**src/rtl/ff_sync_filt.sv**
```systemverilog
// ff_sync_filt: STAGES-deep, WIDTH-bit synchroniser into dest_clk, optional whole-word stability filter, per-bit edge strobes.
// Latency: STAGES edges with FILTER=0, STAGES+FILTER edges otherwise; rise/fall/changed coincide with the first cycle of a new q.
// Backpressure: none; d is sampled on every edge and the outputs are always valid.
// Ports:
//   dest_clk  destination clock, all state on its rising edge
//   rst_n     asynchronous active-low reset (loads RESET_VAL, clears strobes)
//   d         asynchronous input word
//   q         synchronised (and optionally filtered) level
//   rise/fall per-bit one-cycle strobes for q[i] 0->1 / 1->0
//   changed   OR of all rise|fall bits
module ff_sync_filt #(
  parameter int unsigned       WIDTH     = 8,
  parameter int unsigned       STAGES    = 2,
  parameter int unsigned       FILTER    = 0,
  parameter logic [WIDTH-1:0]  RESET_VAL = '0
) (
  input  logic             dest_clk,
  input  logic             rst_n,
  input  logic [WIDTH-1:0] d,
  output logic [WIDTH-1:0] q,
  output logic [WIDTH-1:0] rise,
  output logic [WIDTH-1:0] fall,
  output logic             changed
);

  if (STAGES < 2) begin : g_bad_stages
    $error("ff_sync_filt: STAGES must be at least 2");
  end
  if (FILTER > 65535) begin : g_bad_filter
    $error("ff_sync_filt: FILTER must be within 0..65535");
  end

  // Synchroniser chain: plain flop-to-flop, nothing in between.
  (* ASYNC_REG = "TRUE" *) logic [WIDTH-1:0] sync_q [STAGES];
  logic [WIDTH-1:0] s;
  logic [WIDTH-1:0] q_lvl;
  logic [WIDTH-1:0] q_hist_q;

  always_ff @(posedge dest_clk or negedge rst_n) begin
    if (!rst_n) begin
      for (int i = 0; i < STAGES; i++) begin
        sync_q[i] <= RESET_VAL;
      end
    end else begin
      sync_q[0] <= d;
      for (int i = 1; i < STAGES; i++) begin
        sync_q[i] <= sync_q[i-1];
      end
    end
  end

  assign s = sync_q[STAGES-1];

  if (FILTER == 0) begin : g_nofilt
    // Unfiltered: the last synchroniser stage is the output level.
    assign q_lvl = s;
  end else if (FILTER == 1) begin : g_filt1
    // One consecutive sample is enough, so the filter collapses to a
    // single register that follows s one edge later.
    logic [WIDTH-1:0] fq_q;
    always_ff @(posedge dest_clk or negedge rst_n) begin
      if (!rst_n) begin
        fq_q <= RESET_VAL;
      end else begin
        fq_q <= s;
      end
    end
    assign q_lvl = fq_q;
  end else begin : g_filt
    localparam int unsigned  CW   = $clog2(FILTER + 1);
    localparam logic [CW-1:0] LAST = CW'(FILTER - 1);

    logic [WIDTH-1:0] c_q, c_d;
    logic [WIDTH-1:0] fq_q, fq_d;
    logic [CW-1:0]    cnt_q, cnt_d;

    // c holds the word currently being qualified; cnt counts how many
    // consecutive edges s has matched it. Any bit change restarts the
    // whole word, and cnt is cleared on acceptance or when c already
    // equals q, so it never wraps.
    always_comb begin
      c_d   = c_q;
      cnt_d = cnt_q;
      fq_d  = fq_q;
      if (s != c_q) begin
        c_d   = s;
        cnt_d = CW'(1);
      end else if (c_q == fq_q) begin
        cnt_d = '0;
      end else if (cnt_q == LAST) begin
        fq_d  = c_q;
        cnt_d = '0;
      end else begin
        cnt_d = cnt_q + 1'b1;
      end
    end

    always_ff @(posedge dest_clk or negedge rst_n) begin
      if (!rst_n) begin
        c_q   <= RESET_VAL;
        fq_q  <= RESET_VAL;
        cnt_q <= '0;
      end else begin
        c_q   <= c_d;
        fq_q  <= fq_d;
        cnt_q <= cnt_d;
      end
    end

    assign q_lvl = fq_q;
  end

  // History of q for edge detection; reset to RESET_VAL so that reset
  // release never produces a strobe.
  always_ff @(posedge dest_clk or negedge rst_n) begin
    if (!rst_n) begin
      q_hist_q <= RESET_VAL;
    end else begin
      q_hist_q <= q_lvl;
    end
  end

  assign q       = q_lvl;
  assign rise    = q_lvl & ~q_hist_q;
  assign fall    = ~q_lvl & q_hist_q;
  assign changed = |(rise | fall);

endmodule

```
**config.mk**
```make
export PLATFORM = sky130hd
export DESIGN_NAME = ff_sync_filt
export DESIGN_NICKNAME = d
export VERILOG_FILES = /design/src/rtl/ff_sync_filt.sv
export SDC_FILE = /design/constraint.sdc
export NUM_CORES = 1
export LEC_CHECK = 0
export BUFFER_PORTS_ARGS = -buffer_cell sky130_fd_sc_hd__clkbuf_2
export CAP_MARGIN = 30
export CORE_MARGIN = 3
export CORE_UTILIZATION = 47
export CTS_CLUSTER_SIZE = 20
export DETAILED_ROUTE_END_ITERATION = 10
export PLACE_DENSITY = 0.74
export SLEW_MARGIN = 20
export SYNTH_ARGS = -nofsm -noshare
export SYNTH_HDL_FRONTEND = slang
export SYNTH_SLANG_ARGS = --single-unit
```
**constraint.sdc**
```tcl
create_clock -name dest_clk -period 1.6 [get_ports dest_clk]
set_input_delay 0.32 -clock dest_clk [delete_from_list [all_inputs] [get_ports dest_clk]]
set_output_delay 0.32 -clock dest_clk [all_outputs]
set_load 0.005 [all_outputs]
```
* Yosys cells after proc, flatten, opt, wreduce, memory -nomap -nowiden
Index checks and enable logic that the tools add are counted.
Operators by class: add/subtract/negate cells 0, multiply operators 0, div/mod/pow operators 0, order comparisons 0, equal/unequal tests 0, shift operators 0, muxes and demuxes 0, bitwise logic cells 5, reduce and logical (&&, ||, !) cells 1
Operators with widths (count):
- $and A8 B8 Y8 | 2
- $not A8 Y8 | 2
- $or A8 B8 Y8 | 1
- $reduce_or A8 Y1 | 1
Storage, ports and cells: register bits 24, bits in latches 0, bits in writable memories 0, bits in read-only memories 0, input bits 10, output and inout port bits 25, word-level logic and storage cells 9, memories 0

* Longest topological paths before layout
Gate-level depths: netlist of run 1.
word-level depth 4, mapped depth 4, gate-level depth less buffers 4

* Worst setup path before layout of run 1
OpenSTA, ideal clock, no wires.
kind register to output, from register sync_q, in the netlist q[5], to output port changed, arrival 969 ps, data required time 1280 ps, path slack 311 ps, cell stages (with the launch flop) 5, path buffers 0, cell sequence dfrtp_1 > inv_1 > ha_1 > nand4_1 > or2_1
On the way: word-level cells in the longest chain between the ends 4, elaborated cells on any way between the ends 5, those cells by class bitwise (4); reduce/logical (1)
RTL lines:
- start, declared | RTL line 34 | (* ASYNC_REG = "TRUE" *) logic [WIDTH-1:0] sync_q [STAGES];
- start signal, assigned by index | RTL line 47 | sync_q[i] <= sync_q[i-1];
- $not A8 Y8 | RTL line 125 | assign fall = ~q_lvl & q_hist_q;
- $and A8 B8 Y8 | RTL line 125
- $or A8 B8 Y8 (*) | RTL line 126 | assign changed = |(rise | fall);
- $reduce_or A8 Y1 (*) | RTL line 126
- end, declared | RTL line 23 | output logic changed
Every way passes the cells marked *; elsewhere a longest branch is shown, timed or not.

* Worst setup path in the final report of run 1
from register sync_q, in the netlist q[1], to output port changed
Same word-level chain as after synthesis.

==> metrics, run 1 <==
endpoints failing setup 1; worst flop-to-flop path startpoint q[4]; cell area after layout 1230 sq um; die height 50.7 microns; boundary pin count 35; mean post-synth cell area 14.0 sq um; most common cell in the netlist sky130_fd_sc_hd__dfrtp_1; result of the run finished, violations left; headroom to the max-slew limit 62.7%; total via count in the routed design 558; total routing resource utilization after global routing 13.0%; crit path from q[1]; kind of start point of the critical path flip-flop; final critical path time including I/O delays and setup 1750 ps; setup TNS -154 ps; leading post-synthesis cells by cell area sky130_fd_sc_hd__dfrtp_1 (64%), sky130_fd_sc_hd__ha_1 (21%), sky130_fd_sc_hd__buf_4 (6.4%); synth cell count leaders sky130_fd_sc_hd__dfrtp_1 (24), sky130_fd_sc_hd__ha_1 (16), sky130_fd_sc_hd__inv_1 (16); cell taking the most area after synthesis sky130_fd_sc_hd__dfrtp_1; register-to-register path setup slack 830 ps; clock-pin slew on the worst setup and hold paths 120 ps; share of the synthesized area in the top cell type 63.9%; Total Routed Length 1.45 mm; cell at the root of the clock tree sky130_fd_sc_hd__clkbuf_4; TritonCTS buffer count 3; worst-skew pair later-pin latency 300 ps; arrival time of data at the critical path endpoint 1430 ps; count of standard-cell rows 15; number of antenna violations at the first check in global routing 0; synthesis warning total 0; Util after Layout 68.1%; Tightest Pin Transition 559 ps; largest fanout on the critical path 2; Period Utilization, post-route 110%; via count of the first global-routing pass 578; synthesized instance count 67; Starting Density 52.2%; EDFF count, synth 0; worst setup slack after layout -154 ps; share of layout cells above drive strength 1 45.9%; power per unit of standard cell area 873 nW/um^2; hold_ws 111 ps; count of H-tree levels built during CTS 1; Filler cells 143; commonest register cell after synthesis sky130_fd_sc_hd__dfrtp_1; pin count of the biggest net entering global routing 25; Pre-Repair DR Iteration Count 1; peak ir drop on the vdd network 0.662 mV; Hold Vio Cnt, Final 0; drc violations 0; average detailed-routed wire length per instance 10.8 microns; Final Power 1.07 mW; Area after DPL 1080 sq um; CTS tree done; first-pass GRT wire length 2.44 mm; worst setup slack before clock tree synthesis 110 ps; Reg area 601 sq um; static power due to leakage 0.715 nW; highest achievable clock rate 570 MHz; Max Buffers Root-to-Sink 2; Final nets 136; estimated wirelength of the detail-placed design 1.02 mm; worst hold start d[2]; Data required, critical path 1280 ps; Crit. End Element primary output; GRT Residual Overflow 0; # Max-Cap Violations 0; sequential-to-total area share from yosys stat 63.9%; max-slew violation total from the final report 0; violations in the final reports setup timing; Horiz. Die Dim 50.7 microns; total core area 1800 sq um; number of synthesized register bits 24; area overhead of the layout relative to synthesis 30.5%; cell area after technology mapping 940 sq um; setup skew after layout 2.99 ps; Iteration-0 DRC Markers 0; count of buffers from port buffering 34; Worst Hold Class in2reg; RSZ-0062 raised after global routing true; share of flip-flops with an asynchronous set or reset 100%; number of distinct library cells after synthesis 6; die area 2570 sq um; area taken by multi-input logic gates 231 sq um; Antenna Cells 0; residual antenna-violating net count after detailed routing 0; post-DR vias/cell 4.16; dpl cells 118; type of the worst setup path reg2out; net count after synthesis 93; RePlAce Congestion 0.650; number of clock sinks seen by CTS 24; post-route non-filler standard cell count 134
-- cell type report --
cell class | instances | area share [%]
sequential | 24 | 49.0
timing repair buffer | 46 | 21.7
clock buffer | 4 | 2.96
multi-input combinational | 19 | 18.9
inverter | 16 | 4.90
tap | 25 | 2.55
-- report_power, final --
| part | switching, mW | internal (mW) |
|---|---|---|
| Sequential | 0.0142 | 0.637 |
| Clock | 0.159 | 0.139 |
| Combinational | 0.0578 | 0.0632 |
| Total | 0.231 | 0.839 |
-- sequential cells by signal, summed over array words and instances (netlist names) --
name	cells
sync_q	8
q_hist_q	8
q	8
-- cells by family (layout without fill, tap and decap cells) --
| logic type | Yosys count | count (layout) | synth area share, % |
|---|---|---|---|
| simple gates | 3 | 3 | 2.00 |
| flops | 24 | 24 | 63.9 |
| buf+inv | 24 | 66 | 12.8 |
| fa+ha+maj | 16 | 16 | 21.3 |
-- cells in the final DEF (no fill, tap or decap) --
cell                             n
sky130_fd_sc_hd__or2_1           1
sky130_fd_sc_hd__inv_1          16
sky130_fd_sc_hd__nand4_1         2
sky130_fd_sc_hd__clkbuf_8        1
sky130_fd_sc_hd__ha_1           15
sky130_fd_sc_hd__dlygate4sd3_1   1
sky130_fd_sc_hd__buf_6           1
sky130_fd_sc_hd__ha_4            1
sky130_fd_sc_hd__buf_4          10
sky130_fd_sc_hd__clkbuf_2       34
sky130_fd_sc_hd__dfrtp_1        24
sky130_fd_sc_hd__clkbuf_4        3
-- critical path, stage by stage (launching register included) --
cell,delay [ps]
sky130_fd_sc_hd__dfrtp_1,380
sky130_fd_sc_hd__inv_1,60
sky130_fd_sc_hd__ha_1,280
sky130_fd_sc_hd__nand4_1,90
sky130_fd_sc_hd__or2_1,220
sky130_fd_sc_hd__clkbuf_2,110
-- final timing paths --
path,end,depth (start not counted)
max in group asynchronous,q[7],2
min in group asynchronous,q_hist_q[3],2
min,sync_q[10],1
max reg2reg,q_hist_q[4],2
min reg2reg,q[6],0
max,changed,5
-- timing repair --
item | in CTS | in global routing
pin swaps | 3 | 5
hold buffers | 1 | 0
setup endpoints to repair | 1 | 1
resized for setup | 0 | 3
setup buffers | 8 | 3
endpoints found under the hold margin | 24 | 0
-- routing by layer --
metal  track usage (%)  wire length [microns]  up-vias
met3              2.67                     75        2
met1              14.5                    564      265
met2              23.0                    778       17
li1                  -                      -      274
met4              6.73                     27        0
met5                 0                      0        -
(Power assumes the default switching activity.)
==> run 2: changes to the inputs <==
--- a/config.mk
+++ b/config.mk
@@ -8,10 +8,10 @@
 export BUFFER_PORTS_ARGS = -buffer_cell sky130_fd_sc_hd__clkbuf_2
 export CAP_MARGIN = 30
 export CORE_MARGIN = 3
-export CORE_UTILIZATION = 47
+export CORE_UTILIZATION = 42
 export CTS_CLUSTER_SIZE = 20
 export DETAILED_ROUTE_END_ITERATION = 10
-export PLACE_DENSITY = 0.74
+export PLACE_DENSITY_LB_ADDON = 0.12
 export SLEW_MARGIN = 20
 export SYNTH_ARGS = -nofsm -noshare
 export SYNTH_HDL_FRONTEND = slang
==> constraint.sdc (replaced) <==
create_clock -name dest_clk -period 1.42 [get_ports dest_clk]
set_input_delay 0.284 -clock dest_clk [delete_from_list [all_inputs] [get_ports dest_clk]]
set_output_delay 0.284 -clock dest_clk [all_outputs]
set_load 0.005 [all_outputs]
==> run 2 against run 1 <==
  * Utilization shrank 2.3 points
  * Critical path depth did not move
  * Clock skew barely moved
  * Cell count is 2.2% higher
  * Critical endpoint unchanged
  * Highest routed layer unchanged
  * The run still ends with setup timing left
  * Global-route usage fell by 0.60 points
  * Largest power group unchanged
==> metrics, run 2 (synthesized netlist as in run 1, its figures left out) <==
result of the run finished, violations left (unchanged); violations in the final reports setup timing (unchanged); endpoints failing setup 2 (was 1); dpl cells 128 (was 118); Horiz. Die Dim 53.3 microns (was 50.7 microns); Iteration-0 DRC Markers 5 (was 0); pin count of the biggest net entering global routing 25 (unchanged); power share of the sequential group 59.1% (was 60.8%); worst-skew pair later-pin latency 310 ps (was 300 ps); post-route non-filler standard cell count 137 (was 134); Starting Density 46.0% (was 52.2%); worst setup slack after layout -311 ps (was -154 ps); leading cell type in the layout, fill and taps excluded sky130_fd_sc_hd__clkbuf_2 (unchanged); Tightest Pin Transition 563 ps (was 559 ps); count of standard-cell rows 16 (was 15); drc violations 0 (unchanged); clock-pin slew on the worst setup and hold paths 120 ps (about the same); total routing resource utilization after global routing 12.4% (was 13.0%); peak ir drop on the vdd network 0.762 mV (was 0.662 mV); power per unit of standard cell area 926 nW/um^2 (was 873 nW/um^2); power spent charging and discharging nets 0.281 mW (was 0.231 mW); Critical Path Slowest Stage Cell sky130_fd_sc_hd__dfrtp_1 (unchanged); highest achievable clock rate 578 MHz; Int Power 0.963 mW (was 0.839 mW); setup skew after layout 3.21 ps (was 2.99 ps); share of layout cells above drive strength 1 50.9% (was 45.9%); Final Power 1.24 mW (was 1.07 mW); Worst Hold Class in2reg (unchanged); arrival time of data at the critical path endpoint 1450 ps (was 1430 ps); RePlAce Congestion 0.671 (was 0.650); boundary pin count 35 (unchanged); Data required, critical path 1140 ps (was 1280 ps); die area 2840 sq um (was 2570 sq um); die height 53.3 microns (was 50.7 microns); post-DR vias/cell 4.15 (was 4.16); via count of the first global-routing pass 572 (was 578); Pre-Repair DR Iteration Count 2 (was 1); number of clock sinks seen by CTS 24 (unchanged); Final nets 137 (was 136); largest fanout on the critical path 2 (unchanged); # Max-Cap Violations 0 (unchanged); max-slew violation total from the final report 0 (unchanged); first-pass GRT wire length 2.45 mm (was 2.44 mm); grt met2 use 20.2% (was 23.0%); M3 GR Usage 2.54% (was 2.67%); count of H-tree levels built during CTS 1 (unchanged); Antenna Cells 0 (unchanged); estimated wirelength of the detail-placed design 1.12 mm (was 1.02 mm); area overhead of the layout relative to synthesis 42.9% (was 30.5%); total core area 2040 sq um (was 1800 sq um); Comb pwr share 13.1% (was 11.3%); type of the worst setup path reg2out (unchanged); relative contribution of the clock network to total power 27.8% (was 27.9%); average detailed-routed wire length per instance 11.6 microns (was 10.8 microns); GRT Residual Overflow 0 (unchanged); RSZ-0062 raised after global routing true (unchanged); Period Utilization, post-route 122%; area taken by multi-input logic gates 294 sq um (was 231 sq um); switching portion of total power 22.6% (was 21.6%); most used routing layer in global routing met2 (unchanged); commonest cells after routing, fill and taps aside sky130_fd_sc_hd__clkbuf_2 (30), sky130_fd_sc_hd__dfrtp_1 (24), sky130_fd_sc_hd__inv_1 (16), sky130_fd_sc_hd__ha_1 (10), sky130_fd_sc_hd__buf_6 (10) (was sky130_fd_sc_hd__clkbuf_2 (34), sky130_fd_sc_hd__dfrtp_1 (24), sky130_fd_sc_hd__inv_1 (16), sky130_fd_sc_hd__ha_1 (15), sky130_fd_sc_hd__buf_4 (10)); Total Routed Length 1.59 mm (was 1.45 mm); TritonCTS buffer count 3 (unchanged); Hold Vio Cnt, Final 0 (unchanged); worst setup slack before clock tree synthesis 69.1 ps (was 110 ps); Filler cells 173 (was 143); CTS tree done (unchanged); setup TNS -318 ps (was -154 ps); kind of start point of the critical path flip-flop (unchanged); Reg area 601 sq um (unchanged); residual antenna-violating net count after detailed routing 0 (unchanged); headroom to the max-slew limit 62.5% (was 62.7%); Util after Layout 65.7% (was 68.1%); series of cell instances along the critical path inv_1, ha_1, nand4_1, or2_1, clkbuf_2 (unchanged); Max stage delay on crit path 390 ps (was 380 ps); Max Buffers Root-to-Sink 2 (unchanged); final critical path time including I/O delays and setup 1730 ps; total via count in the routed design 568 (was 558); Crit. End Element primary output (unchanged); number of antenna violations at the first check in global routing 0 (unchanged); static power due to leakage 0.733 nW (was 0.715 nW); cell at the root of the clock tree sky130_fd_sc_hd__clkbuf_4 (unchanged); count of buffers from port buffering 34 (unchanged); global routing met1 resource utilization 14.2% (was 14.5%)
[run 2: cell count changes in the layout (fill, tap and decap cells not counted)]
cell	before	now
sky130_fd_sc_hd__buf_6	1	10
sky130_fd_sc_hd__ha_1	15	10
sky130_fd_sc_hd__ha_4	1	6
sky130_fd_sc_hd__buf_4	10	6
sky130_fd_sc_hd__clkbuf_2	34	30
[run 2: repair_timing]
action | in CTS | in global routing
hold buffers | 1 | 0
pin swaps | 0 | 4
resized for setup | 6 | 20
setup endpoints to repair | 9 | 9
buffers inserted | 2 | 5
hold endpoints to repair | 24 | 0
[run 2: cell type report]
class	instances	share of cell area [%]
multi-input combinational	19	21.9
timing repair buffer	47	23.7
inverter	16	4.47
clock buffer	4	2.70
tap	27	2.52
sequential	24	44.7
[run 2: final timing paths]
check,start,end,slack (ps),cells past startpoint
min,d[3],sync_q[11],70,1
min reg2reg,sync_q[10],q[2],360,0
max,q[7],changed,-310,5
max in group asynchronous,rst_n,sync_q[10],540,2
max reg2reg,q[1],q_hist_q[1],650,2
min in group asynchronous,rst_n,q_hist_q[7],510,2
[run 2: layer usage]
metal | vias to the layer above | wire (microns)
met5 | - | 0
met2 | 19 | 843
met3 | 4 | 80
met4 | 0 | 27
met1 | 266 | 634
li1 | 279 | -
[run 2: per-stage QoR]
stage / hold slack, ps / area [sq um]
5_1_grt: 42.3 / 1340
6_report: 69.3 / 1340
4_1_cts: 48.2 / 1220
3_3_place_gp: 305 / 1140
3_5_place_dp: 306 / 1140
2_1_floorplan: -11.6 / 940
[run 2: critical path, delay by kind of cell (launching register included)]
family / cells / cell delay (ps)
flip-flops: 1 / 390
buffers and inverters: 2 / 170
AND/OR/NAND/NOR: 2 / 300
adder cells (fa/ha/maj): 1 / 280
[run 2: power by group through the flow]
stage | Clock, mW | Sequential (mW) | Combinational, mW
after global routing | 0.394 | 0.740 | 0.186
final | 0.346 | 0.735 | 0.163
after CTS | 0.369 | 0.733 | 0.138
after global placement | 0 | 0.744 | 0.125
after detailed placement | 0 | 0.747 | 0.129
after floorplan | 0 | 0.747 | 0.0547
